File: src/rtl/fetch_pkg.sv
// Shared types and constants for the instruction fetch stage.
// Optional build macro used by fetch_stage: FETCH_MISALIGN_TRAP_EN.
package fetch_pkg;

  typedef logic [31:0] addr_t;
  typedef logic [31:0] instr_t;

  typedef enum logic [1:0] {
    FETCH = 2'd0,
    HOLD  = 2'd1,
    DRAIN = 2'd2
  } fetch_state_e;

  // sll $0,$0,0 encodes as all zeros
  localparam instr_t NOP_INSTR_C = 32'h0000_0000;
  localparam addr_t  RESET_PC_C  = 32'h0000_0000;

endpackage : fetch_pkg

File: src/rtl/fetch_next_pc.sv
// Next-PC selection: jump beats branch, branch beats sequential pc+4.
module fetch_next_pc
  import fetch_pkg::*;
(
  input  addr_t pc_i,
  input  logic  jump_i,
  input  addr_t pc_jump_i,
  input  logic  branch_i,
  input  addr_t pc_branch_i,
  output logic  redirect_o,
  output addr_t target_o,
  output addr_t pc_plus_4_o,
  output addr_t next_pc_o
);

  // Redirect priority and sequential increment (wraps modulo 2^32)
  always_comb begin
    pc_plus_4_o = pc_i + 32'd4;
    redirect_o  = jump_i | branch_i;
    target_o    = jump_i ? pc_jump_i : pc_branch_i;
    next_pc_o   = redirect_o ? target_o : pc_plus_4_o;
  end

endmodule : fetch_next_pc

File: src/rtl/fetch_stage.sv
// IF stage: owns the PC, talks req/ready to a variable-latency imem,
// holds a fetched instruction across stalls and drains a request that
// is still outstanding when D redirects.
// Optional build macro: FETCH_MISALIGN_TRAP_EN (adds fetch_misalign_f and
// suppresses fetch from a misaligned PC instead of masking address bits).
module fetch_stage
  import fetch_pkg::*;
#(
  parameter addr_t  RESET_PC  = RESET_PC_C,
  parameter instr_t NOP_INSTR = NOP_INSTR_C
) (
  input  logic   clk,
  input  logic   reset,
  input  logic   stall_f,
  input  logic   pc_src_d,
  input  addr_t  pc_branch_d,
  input  logic   jump_d,
  input  addr_t  pc_jump_d,
  output logic   imem_req,
  output addr_t  imem_addr,
  input  instr_t imem_rdata,
  input  logic   imem_ready,
  output addr_t  pc_f,
  output addr_t  pc_plus_4_f,
  output instr_t instr_f,
`ifdef FETCH_MISALIGN_TRAP_EN
  output logic   fetch_misalign_f,
`endif
  output logic   fetch_valid_f
);

  fetch_state_e state_q, state_d;
  addr_t        pc_q, pc_d;
  instr_t       hold_q, hold_d;
  addr_t        tgt_q, tgt_d;

  logic  redirect;
  logic  take_redir;
  logic  trap;
  addr_t redir_target;
  addr_t next_pc;

  fetch_next_pc u_next_pc (
    .pc_i        (pc_q),
    .jump_i      (jump_d),
    .pc_jump_i   (pc_jump_d),
    .branch_i    (pc_src_d),
    .pc_branch_i (pc_branch_d),
    .redirect_o  (redirect),
    .target_o    (redir_target),
    .pc_plus_4_o (pc_plus_4_f),
    .next_pc_o   (next_pc)
  );

  assign pc_f       = pc_q;
  // D re-presents a redirect while stalled, so only act on it when free
  assign take_redir = redirect & ~stall_f;

`ifdef FETCH_MISALIGN_TRAP_EN
  assign trap             = (state_q == FETCH) && (pc_q[1:0] != 2'b00);
  assign fetch_misalign_f = trap;
`else
  assign trap = 1'b0;
`endif

  // State register; reset abandons any in-flight imem transaction
  always_ff @(posedge clk) begin
    if (reset) begin
      state_q <= FETCH;
      pc_q    <= RESET_PC;
      hold_q  <= NOP_INSTR;
      tgt_q   <= RESET_PC;
    end else begin
      state_q <= state_d;
      pc_q    <= pc_d;
      hold_q  <= hold_d;
      tgt_q   <= tgt_d;
    end
  end

  // Next-state and handshake/output decode
  always_comb begin
    state_d       = state_q;
    pc_d          = pc_q;
    hold_d        = hold_q;
    tgt_d         = tgt_q;
    imem_req      = 1'b0;
    imem_addr     = {pc_q[31:2], 2'b00};
    instr_f       = NOP_INSTR;
    fetch_valid_f = 1'b0;

    unique case (state_q)
      FETCH: begin
        if (trap) begin
          // No request from a misaligned PC; wait for D to steer away
          if (take_redir) pc_d = redir_target;
        end else begin
          imem_req = 1'b1;
          if (imem_ready) begin
            // Wrong-path data on a redirect is still presented; D flushes it
            fetch_valid_f = 1'b1;
            instr_f       = imem_rdata;
            if (stall_f) begin
              hold_d  = imem_rdata;
              state_d = HOLD;
            end else begin
              pc_d = next_pc;
            end
          end else if (take_redir) begin
            // Cannot withdraw the request: remember where to go afterwards
            tgt_d   = redir_target;
            state_d = DRAIN;
          end
        end
      end

      HOLD: begin
        instr_f       = hold_q;
        fetch_valid_f = 1'b1;
        if (!stall_f) begin
          pc_d    = next_pc;
          state_d = FETCH;
        end
      end

      DRAIN: begin
        imem_req = 1'b1;
        if (take_redir) tgt_d = redir_target;
        if (imem_ready) begin
          pc_d    = take_redir ? redir_target : tgt_q;
          state_d = FETCH;
        end
      end

      default: state_d = FETCH;
    endcase
  end

endmodule : fetch_stage

File: config.mk
export PLATFORM = sky130hd
export DESIGN_NAME = fetch_stage
export DESIGN_NICKNAME = d
export VERILOG_FILES = /design/src/rtl/fetch_pkg.sv /design/src/rtl/fetch_next_pc.sv /design/src/rtl/fetch_stage.sv
export SDC_FILE = /design/constraint.sdc
export NUM_CORES = 1
export LEC_CHECK = 0
export ABC_AREA = 1
export CAP_MARGIN = 25
export CORE_MARGIN = 1.5
export CORE_UTILIZATION = 41
export DETAILED_ROUTE_END_ITERATION = 8
export GPL_ROUTABILITY_DRIVEN = 1
export GPL_TIMING_DRIVEN = 1
export HOLD_SLACK_MARGIN = 0.06
export PLACE_DENSITY = 0.77
export REMOVE_ABC_BUFFERS = 1
export SLEW_MARGIN = 20
export SYNTH_ARGS = -nofsm -noshare
export SYNTH_HDL_FRONTEND = slang
export SYNTH_SLANG_ARGS = --single-unit
File: constraint.sdc
create_clock -name clk -period 1.6 [get_ports clk]
set_clock_uncertainty 0.1 [all_clocks]
set_input_delay 0.32 -clock clk [delete_from_list [all_inputs] [get_ports clk]]
set_output_delay 0.32 -clock clk [all_outputs]
set_load 0.02 [all_outputs]
## Yosys cells after proc, flatten, opt, wreduce, memory -nomap -nowiden

Index checks and enable logic that the tools add are counted.
Widths: inputs -> output; s select.

- Register bits: 98
- Input bits: 102
- Output and inout port bits: 130

- Add/sub/neg operators: 1
- Eq/ne operators: 8
- Multiplexer cells: 20
- Bitwise gates (word level): 3
- Reductions and logical operators: 8

Operators by type and width:

| operator | number |
|---|---|
| $mux 32 | 8 |
| $pmux 32 s2 | 2 |
| $pmux 32 s3 | 1 |
| $add 32x3->32 const B | 1 |
| $mux 2 | 5 |
| $ne 2x2->1 const B | 4 |
| $ne 3x3->1 const B | 2 |
| $pmux 2 s3 | 1 |
| $reduce_and 3->1 | 2 |
| $reduce_and 4->1 | 1 |
| $reduce_bool 3->1 | 1 |
| $eq 2x1->1 const B | 1 |
| $eq 2x2->1 const B | 1 |
| $logic_not 2->1 | 1 |
| $mux 1 | 2 |
| $pmux 1 s2 | 1 |
| $reduce_and 2->1 | 1 |
| $reduce_bool 2->1 | 1 |
| $reduce_or 2->1 | 1 |
| $and 1x1->1 | 1 |
| $not 1->1 | 1 |
| $or 1x1->1 | 1 |

## Longest topological paths before layout

Gate-level depths: netlist of the first run.

- Depth after elaboration: 5
- Depth in mapped cells: 11
- Depth with buffers taken out: 10

## By module

A second synthesis of the first run with hierarchy kept.

- Cell total of the unflattened synthesis: 1127
- Area, all modules: 6870.3 sq um

Modules (own cells, without submodules):

| module | instances | cells each | area each (sq um) | seq. area each (sq um) |
|---|---|---|---|---|
| fetch_stage | 1 | 751 | 5087.4 | 1961.9 |
| fetch_next_pc | 1 | 376 | 1783.0 | 0.0 |

## Least setup slack after synthesis of the first run

OpenSTA, ideal clock, no wires.

- Path kind: register -> output
- Start point: reg pc_q[3], in the netlist pc_f[3]
- End point: out pc_plus_4_f[12]
- Arrival time: 1.610 ns
- Data required time: 1.180 ns
- Path slack: -0.430 ns
- Cell stages (with the launch flop): 7
- Path through: dfxtp_1 > ha_1 > nand2_1 > nor2_1 > nand2_2 > nor2_2 > xor2_1

- Cells in the longest elaborated chain, start to end: 1

RTL lines:

| element | line | source |
|---|---|---|
| start: declaration | fetch_stage.sv:33 | `addr_t pc_q, pc_d;` |
| start signal: assignment | fetch_stage.sv:75 | `pc_q <= pc_d;` |
| $add 32x3->32 | fetch_next_pc.sv:18 | `pc_plus_4_o = pc_i + 32'd4;` |
| end: declaration | fetch_stage.sv:24 | `output addr_t pc_plus_4_f,` |

Every way passes these cells.

## Worst setup path in the final report of the first run

- Start point: reg pc_q[2], in the netlist pc_f[2]
- End point: out pc_plus_4_f[29]

Same word-level chain as after synthesis.

==> impl_metrics.tcl, run 1 <==
set metrics [dict create \
    status "finished, violations left" \
    violations "negative setup slack" \
    worstHoldEndpoint "state_q[1]" \
    drv_slew 0 \
    maxCapViolCount 0 \
    final.min_clock_period_ps 2290 \
    netlist_instances 1008 \
    wirelength_um 31800 \
    clockPowerShare_pct 25.0 \
    insertion_delay_ps 360 \
    synth_top_area_cell "dfxtp_1" \
    final_cell_area_um2 12100 \
    cts_htree_levels 3 \
    final_common_cell "nand2_1" \
    io-pin-count 232 \
    powerDensity_nw_per_um2 697 \
    path_max_fanout 4 \
    cellLeakagePower_nw 5.70 \
    first_pass_iters 7 \
    core_um2 15300 \
    slew_headroom_pct 54.2 \
    fp.dieArea_um2 16500 \
    syn_area_um2 6440 \
    yosysUniqueCellTypes 37 \
    via_count 9138 \
    synthArstFlopShare_pct 0 \
    final_hold_viol_count 0 \
    power.share.combinational_pct 41.8 \
    fp.dieH_um 128 \
    hp-class "in2reg" \
    rr_startpoint "state_q[0]" \
    internal_power_mw 5.44 \
    arrival_ps 1870 \
    tightest_slew_ps 680 \
    fill_cells 867 \
    grt_pass1_wl_um 38700 \
    grt_pass1_vias 7774 \
    final_cell_mix "nand2_1, buf_4, buf_6, clkdlybuf4s50_1, dfxtp_1" \
    p_sw_share_pct 35.7 \
    wl_per_cell_um 19.9 \
    place_area_um2 9760 \
    rsz0062_at_grt "true" \
    antenna_found_initial 1 \
    cts_tree "done" \
    drt_iter0_markers 1040 \
    synthFlopType "dfxtp_1" \
    cts.path.max_buffers 2 \
    grt-busiest-layer "met2" \
    start_kind "register" \
    min_period_over_period_pct 143 \
    yosysWarnings 0 \
    gr-total-overflow 0 \
    clk_pin_slew_worst_paths_ps 80 \
    dieWidth_um 128 \
    grt.met1_usage_pct 34.0 \
    worstReg2RegEnd "hold_q[12]" \
    r2r_cells 14 \
    synth-seq-cells 98 \
    p_sw_mw 3.02 \
    met3_usage_pct 7.03 \
    synth.yosys.seq_area_share_pct 30.4 \
    layout-drive-gt1-share_pct 42.6 \
    max_freq_mhz 438 \
    hp-start "imem_ready" \
    nets 1483 \
    area_delta_synth_final_pct 88.4 \
    root_buffer "clkbuf_16" \
    seqPwrFrac_pct 33.2 \
    fin_util_pct 79.6 \
    min_delay_path_depth 2 \
    critPathCaptureType "primary output" \
    grt_start_max_net_pins 35 \
    critPathKind "reg2out" \
    portBuffers 229 \
    drc 0 \
    drt-vias-per-instance 5.73 \
    synth_top_area_share_pct 30.4 \
    synth.area.top_cells "dfxtp_1, nand2_1, a21oi_1, buf_4, inv_1" \
    hpwl_um 16300 \
    start_util_pct 42.2 \
    numCtsBuffers 9 \
    vdd_ir_drop_max_uv 584 \
    grtUsageTotal_pct 29.7 \
    r2r_setup_slack_ps -420 \
    gp_congestion 0.884 \
    clock-sinks 98 \
    ant_nets 0 \
    setup_violations 160 \
    grtUsageMet2_pct 53.2 \
    cp.required_ps 1180 \
    synth-edff-count 0 \
    syn_area_per_cell_um2 6.39 \
    setup_ws_ps -686 \
    num_rows 45 \
]
==> power groups by stage <==
stage / Combinational, mW / Clock [mW] / Sequential (mW)
after CTS: 2.94 / 2.08 / 2.76
after floorplan: 0.982 / 0 / 3.00
after global routing: 3.70 / 2.20 / 2.82
after detailed placement: 2.68 / 0 / 2.80
final: 3.54 / 2.11 / 2.81
after global placement: 2.64 / 0 / 2.80
==> area by class of cell <==
type	instances	area [um2]	area share, %
repair buffers	445	4610	38.0
inverters	89	383	3.15
repair inverters	3	51.3	0.422
clock buffers	13	260	2.14
multi-input cells	734	4560	37.6
clock inverters	2	12.5	0.103
flip-flops and latches	98	1990	16.4
well taps	211	264	2.17
diodes	1	2.50	0.0206
==> timing repair <==
action | CTS | global route
gates cloned | 7 | 14
setup endpoints to repair | 218 | 207
gates resized for setup | 618 | 319
pin swaps | 45 | 121
hold buffers | 0 | 0
setup buffers | 30 | 33
==> worst max path at each step <==
stage               start               to  slack [ps]  depth (start not counted)
2_1_floorplan  state_q[1]         tgt_q[2]        -590                          7
3_3_place_gp      pc_f[2]  pc_plus_4_f[26]        -810                          9
3_5_place_dp      pc_f[2]  pc_plus_4_f[26]        -830                          9
4_1_cts           pc_f[2]  pc_plus_4_f[26]        -610                          8
5_1_grt          pc_f[11]  pc_plus_4_f[29]        -740                         10
6_report          pc_f[2]  pc_plus_4_f[29]        -690                         10
==> kinds of logic (layout without fill, tap and decap cells) <==
logic type	count (synthesis)	count (layout)	synth area share, %
buffers and inverters	178	552	13.6
other	1	3	0.0582
DFF	98	98	30.4
AOI/OAI and AO/OA	204	204	19.8
and+or+nand+nor	511	512	33.4
adders and majority gates	1	1	0.194
xor gates and xnor gates	15	15	2.39
==> flip-flops by register name, summed over array words and instances, names as in the netlist <==
register,cells
tgt_q,32
state_q,2
pc_f,32
hold_q,32
==> stage by stage <==
| step | worst slack, ps | hold slack, ps | power [mW] | TNS (ps) | std cells |
|---|---|---|---|---|---|
| after floorplan | -588 | 289 | 3.98 | -63290 | 920 |
| after global placement | -810 | 351 | 5.44 | -84800 | 1509 |
| after detailed placement | -834 | 355 | 5.48 | -89030 | 1509 |
| after CTS | -606 | 202 | 7.79 | -37920 | 1559 |
| after global routing | -742 | 203 | 8.71 | -55640 | 1596 |
| final | -686 | 196 | 8.46 | -46530 | 1596 |
==> cell usage after synthesis (2+ instances only) <==
cell	number
xor2_2	3
nor2_2	3
nand3b_1	7
a21oi_1	76
a21oi_2	5
xnor2_1	4
nor2_8	2
and2_1	4
o21ai_0	43
o21ai_1	3
nor2_4	11
o21bai_1	6
buf_1	3
nand3_1	38
inv_1	82
or2_2	5
a22o_1	32
buf_4	41
clkbuf_1	15
buf_2	26
buf_6	3
nand2_2	4
a31oi_1	7
inv_2	7
nand2_1	392
dfxtp_1	98
xor2_1	8
o211ai_1	28
nor2_1	44
==> routing by layer <==
layer / wire length, um / vias up
li1: - / 3948
met1: 10800 / 4235
met3: 3440 / 223
met2: 15400 / 732
met4: 2150 / 0
met5: 0 / -
==> worst max-delay path, cell delays in order (launching register included) <==
cell and delay [ps]:
dfxtp_4 370, buf_6 120, inv_4 40, nor2_4 170
nand2_4 110, buf_6 140, nor2_4 140, nand2_1 80
nand2_1 80, nand2_2 80, buf_12 140
Note: power is estimated with default switching activity, not from simulation.
==> run 2: changes to the inputs <==
--- a/config.mk
+++ b/config.mk
@@ -8,12 +8,12 @@
 export ABC_AREA = 1
 export CAP_MARGIN = 25
 export CORE_MARGIN = 1.5
-export CORE_UTILIZATION = 41
+export CORE_UTILIZATION = 49
 export DETAILED_ROUTE_END_ITERATION = 8
 export GPL_ROUTABILITY_DRIVEN = 1
 export GPL_TIMING_DRIVEN = 1
 export HOLD_SLACK_MARGIN = 0.06
-export PLACE_DENSITY = 0.77
+export PLACE_DENSITY = 0.87
 export REMOVE_ABC_BUFFERS = 1
 export SLEW_MARGIN = 20
 export SYNTH_ARGS = -nofsm -noshare
==> constraint.sdc (replaced) <==
create_clock -name clk -period 2.9 [get_ports clk]
set_clock_uncertainty 0.1 [all_clocks]
set_input_delay 0.58 -clock clk [delete_from_list [all_inputs] [get_ports clk]]
set_output_delay 0.58 -clock clk [all_outputs]
set_load 0.02 [all_outputs]
==> run 2 against run 1 <==
Net effect:
- the flow now finishes without violations
- final area shrank 26%
- hold slack gained 180 ps
- setup slack gained 770 ps
- first-iteration DRC count shrank 49%
- sequential share of layout area grew 5.4 points
- highest routed layer unchanged
- final cell count shrank 14%
- register-to-register slack gained 1200 ps
- sequential power shrank 45%
- combinational power shrank 64%
==> impl_metrics.tcl, run 2 (same netlist as run 1, synthesis figures left out) <==
set metrics [dict create \
    status "complete, no violations" \
    final_common_cell "nand2_1" \
    met3_usage_pct 6.30 \
    setup_violations 0 \
    numCtsBuffers 9 \
    rsz0062_at_grt "false" \
    insertion_delay_ps 340 \
    tightest_slew_ps 522 \
    grt_pass1_wl_um 33500 \
    diodes 0 \
    place_area_um2 8740 \
    path_max_fanout 2 \
    grt.met1_usage_pct 36.0 \
    maxCapViolCount 0 \
    drc 0 \
    final_hold_viol_count 0 \
    grt_start_max_net_pins 39 \
    hpwl_um 15200 \
    final_cell_area_um2 9040 \
    vdd_ir_drop_max_uv 321 \
    clockPowerShare_pct 32.4 \
    worst_hold_slack_ps 371 \
    cellLeakagePower_nw 4.31 \
    ant_nets 0 \
    cts.path.max_buffers 2 \
    fin_util_pct 71.1 \
    worstReg2RegEnd "pc_f[6]" \
    io-pin-count 232 \
    arrival_ps 2130 \
    power.share.combinational_pct 30.4 \
    rr_startpoint "state_q[1]" \
    grtUsageMet2_pct 51.2 \
    powerDensity_nw_per_um2 461 \
    start_kind "primary input" \
    slew_headroom_pct 65.1 \
    grt_pass1_vias 6825 \
    root_buffer "clkbuf_16" \
    p_sw_mw 1.32 \
    clock-sinks 98 \
    seqPwrFrac_pct 37.2 \
    clk_pin_slew_worst_paths_ps 60 \
    wl_per_cell_um 15.1 \
    wirelength_um 20700 \
    critPathCaptureType "primary output" \
    num_rows 41 \
    internal_power_mw 2.84 \
    area_delta_synth_final_pct 40.3 \
    p_sw_share_pct 31.8 \
    setup.worst_path.start "imem_ready" \
    critPathKind "in2out" \
    first_pass_iters 5 \
    cts_tree "done" \
    core_um2 12700 \
    cts_htree_levels 3 \
    final.min_clock_period_ps 2810 \
    antenna_found_initial 0 \
    dieWidth_um 118 \
    gr-total-overflow 0 \
    cts_hold_buf 0 \
    via_count 7250 \
    nets 1300 \
    r2r_setup_slack_ps 820 \
    drt_iter0_markers 528 \
    drt-vias-per-instance 5.28 \
    layout-drive-gt1-share_pct 8.82 \
    drv_slew 0 \
    post_cts_buffers 0 \
    max_freq_mhz 356 \
    grt-busiest-layer "met2" \
    gp_congestion 0.927 \
    r2r_cells 9 \
    grtUsageTotal_pct 29.4 \
    final_cell_mix "nand2_1, clkdlybuf4s50_1, dfxtp_1, inv_1, a21oi_1" \
    cp-endpoint "instr_f[12]" \
    cp.required_ps 2220 \
    min_period_over_period_pct 97.0 \
    start_util_pct 50.6 \
    portBuffers 229 \
    hp-class "reg2reg" \
    fp.dieH_um 118 \
    fp.dieArea_um2 13800 \
]
run 2: worst min-delay path by stage:
stage,from,endpoint,cells past startpoint
after detailed placement,hold_q[8],hold_q[8],2
after CTS,hold_q[8],hold_q[8],2
after floorplan,hold_q[0],hold_q[0],2
after global routing,hold_q[31],hold_q[31],2
after global placement,hold_q[26],hold_q[26],2
final,hold_q[8],hold_q[8],2
run 2: critical path, stage by stage:
cell and delay, ps:
clkdlybuf4s50_1 490, inv_1 90, nor2_4 140, buf_4 130, a22o_1 110, clkdlybuf4s50_1 590
run 2: per-layer routing:
layer | routed length (um) | share of wire [%] | vias up
li1 | - | - | 3578
met4 | 476 | 2.3 | 0
met2 | 9630 | 47 | 372
met5 | 0 | 0 | -
met1 | 8560 | 41 | 3262
met3 | 2020 | 9.8 | 38
run 2: metrics by stage:
stage	setup TNS (ps)	setup WS (ps)	std cells	power, mW
global route	0	5.94	1374	4.35
floorplan	0	463	920	2.20
detailed placement	-486	-44.4	1358	2.87
finish	0	87.9	1374	4.17
CTS	0	6.76	1374	4.18
global placement	0	27.9	1358	2.85
run 2: repair_timing:
item                       4_1_cts  5_1_grt
hold endpoints to repair         0        0
setup endpoints to repair       53       10
gates resized for setup         56       13
cloned                           0        0
run 2: layout make-up:
cell class	instances	area (um2)
multi-input cells	733	3610
clock buffers	12	267
flip-flops and latches	98	1970
repair buffers	266	2570
well taps	172	215
fillers	1137	3680
clock inverters	4	72.6
inverters	89	334
run 2: power groups by stage:
stage / Sequential (mW) / Combinational [mW] / Clock (mW)
final: 1.55 / 1.27 / 1.35
after global routing: 1.56 / 1.37 / 1.42
after CTS: 1.55 / 1.27 / 1.36
after detailed placement: 1.57 / 1.30 / 0
after global placement: 1.57 / 1.28 / 0
after floorplan: 1.66 / 0.542 / 0
==> run 3: changes to the inputs <==
--- a/config.mk
+++ b/config.mk
@@ -7,7 +7,7 @@
 export LEC_CHECK = 0
 export ABC_AREA = 1
 export CAP_MARGIN = 25
-export CORE_MARGIN = 1.5
+export CORE_MARGIN = 2
 export CORE_UTILIZATION = 49
 export DETAILED_ROUTE_END_ITERATION = 8
 export GPL_ROUTABILITY_DRIVEN = 1
==> run 3 against run 2 <==
Net effect:
- clock-buffer cell count is 2 lower
- first-iteration DRC count grew 24%
- critical endpoint is now pc_plus_4_f[9]
- register-to-register slack got worse by 80 ps
- highest routed layer unchanged
- final cell count increased by 0.15%
- setup slack worse by 40 ps
- clock power grew 5%
- largest power group unchanged
- final area is 0.25% higher
- combinational power about the same
- hold slack improved by 3.6 ps
- wire length down 0.33%
- die area rose by 1.7%
- critical path depth did not move
==> impl_metrics.tcl, run 3 (same netlist as run 1, synthesis figures left out) <==
set metrics [dict create \
    insertion_delay_ps 350 \
    rsz0062_at_grt "false" \
    r2r_cells 8 \
    arrival_ps 2170 \
    stdcell_count 1376 \
    diodes 0 \
    powerDensity_nw_per_um2 467 \
    first_pass_iters 5 \
    hpwl_um 15300 \
    layout-drive-gt1-share_pct 8.80 \
    rr_startpoint "state_q[1]" \
    max_freq_mhz 351 \
    cp.required_ps 2220 \
    dr.max_layer_used "met4" \
    final.min_clock_period_ps 2850 \
    met1_length_um 8470 \
    clock-sinks 98 \
    setup_violations 0 \
    setup_ws_ps 47.7 \
    cts_tree "done" \
    hp-start "hold_q[7]" \
    drt-vias-per-instance 5.29 \
    path_max_fanout 4 \
    fp.dieH_um 119 \
    gr-total-overflow 0 \
    status "complete, no violations" \
    vdd_ir_drop_max_uv 222 \
    worstReg2RegEnd "tgt_q[22]" \
    cts.path.max_buffers 2 \
    r2r_setup_slack_ps 740 \
    cts_hold_buf 0 \
    grt_pass1_wl_um 33300 \
    root_buffer "clkbuf_16" \
    drv_slew 0 \
    grt_pass1_vias 6953 \
    ant_nets 0 \
    critPathKind "reg2out" \
    antenna_found_initial 0 \
    cellLeakagePower_nw 4.34 \
    dieWidth_um 119 \
    grtUsageTotal_pct 28.6 \
    drc 0 \
    hp-class "reg2reg" \
    dp_slack_ps -1.19 \
    clk_pin_slew_worst_paths_ps 70 \
    core_um2 12700 \
    gp_congestion 1.01 \
    wl_per_cell_um 15.0 \
    fill_cells 1113 \
    numCtsBuffers 9 \
    cts_htree_levels 3 \
    wl_met3_um 1690 \
    wirelength_um 20600 \
    fp.dieArea_um2 14100 \
    final_cell_mix "nand2_1, clkdlybuf4s50_1, dfxtp_1, inv_1, a21oi_1" \
    register_area_um2 1970 \
    nets 1302 \
    via_count 7275 \
    num_rows 41 \
    start_kind "register" \
    portBuffers 229 \
    worstHoldEndpoint "hold_q[7]" \
    final_hold_viol_count 0 \
    critPathCaptureType "primary output" \
    tightest_slew_ps 554 \
    min_delay_path_depth 2 \
    grt_start_max_net_pins 36 \
    slew_headroom_pct 63.0 \
    io-pin-count 232 \
    multi_input_area_um2 3610 \
    min_period_over_period_pct 98.4 \
    maxCapViolCount 0 \
    final_common_cell "nand2_1" \
    drt_iter0_markers 656 \
    start_util_pct 50.6 \
    area_delta_synth_final_pct 40.7 \
    met2_length_um 9950 \
    placed_cells 1359 \
]
==> run 3: cell types whose count changed in the layout (fill, tap and decap cells not counted), sizes merged <==
cell           change
dlymetal6s2s       +1
clkinvlp           -1
bufinv             +1
dlygate4sd2        -1
clkdlybuf4s50      +2
inv                +1
buf                +2
clkinv             +1
clkbuf             -3
clkdlybuf4s15      -1
==> run 3: cell type report <==
class                   instances  share of cell area [%]
multi-input cells             733                    39.9
repair buffers                268                    28.5
flip-flops and latches         98                    21.7
inverters                      89                    3.68
clock buffers                  10                    2.64
well taps                     172                    2.37
clock inverters                 6                    1.24
==> run 3: layer usage <==
metal | up-vias | track usage [%]
met5 | - | 0
met4 | 0 | 11.7
met3 | 44 | 5.74
met2 | 341 | 49.8
met1 | 3301 | 34.2
li1 | 3589 | -
==> run 3: repair_timing <==
item                                    CTS  global route
setup buffers                             0             1
endpoints found under the setup margin   51            12
pin swaps                                 0             1
gates resized for setup                  50            13
==> run 3: power breakdown <==
part           switching, mW  internal [mW]
clock network          0.548          0.871
logic                  0.703          0.566
registers             0.0965           1.45
==> run 3: critical path: stages (launching register included) <==
cell	delay [ps]
dfxtp_1	340
buf_4	130
inv_1	90
nor2_4	180
nand2_4	110
xnor2_1	290
clkdlybuf4s50_1	680
==> run 3: how the worst max path moves through the flow <==
stage / from / to
5_1_grt: pc_f[2] / pc_plus_4_f[9]
6_report: pc_f[2] / pc_plus_4_f[9]
4_1_cts: pc_f[22] / pc_plus_4_f[28]
2_1_floorplan: pc_f[3] / pc_plus_4_f[12]
3_5_place_dp: imem_ready / instr_f[26]
3_3_place_gp: imem_ready / instr_f[14]
==> run 3: per-stage QoR <==
| step | util [%] | instance area, um2 | power, mW | hold slack [ps] | setup TNS [ps] |
|---|---|---|---|---|---|
| final | 71.3 | 9070 | 4.24 | 375 | 0 |
| after CTS | 71.0 | 9030 | 4.24 | 370 | 0 |
| after detailed placement | 68.7 | 8740 | 2.87 | 359 | -1.19 |
| after floorplan | - | 5900 | 2.20 | 335 | 0 |
| after global routing | 71.3 | 9070 | 4.40 | 381 | 0 |
| after global placement | 68.7 | 8740 | 2.85 | 353 | 0 |
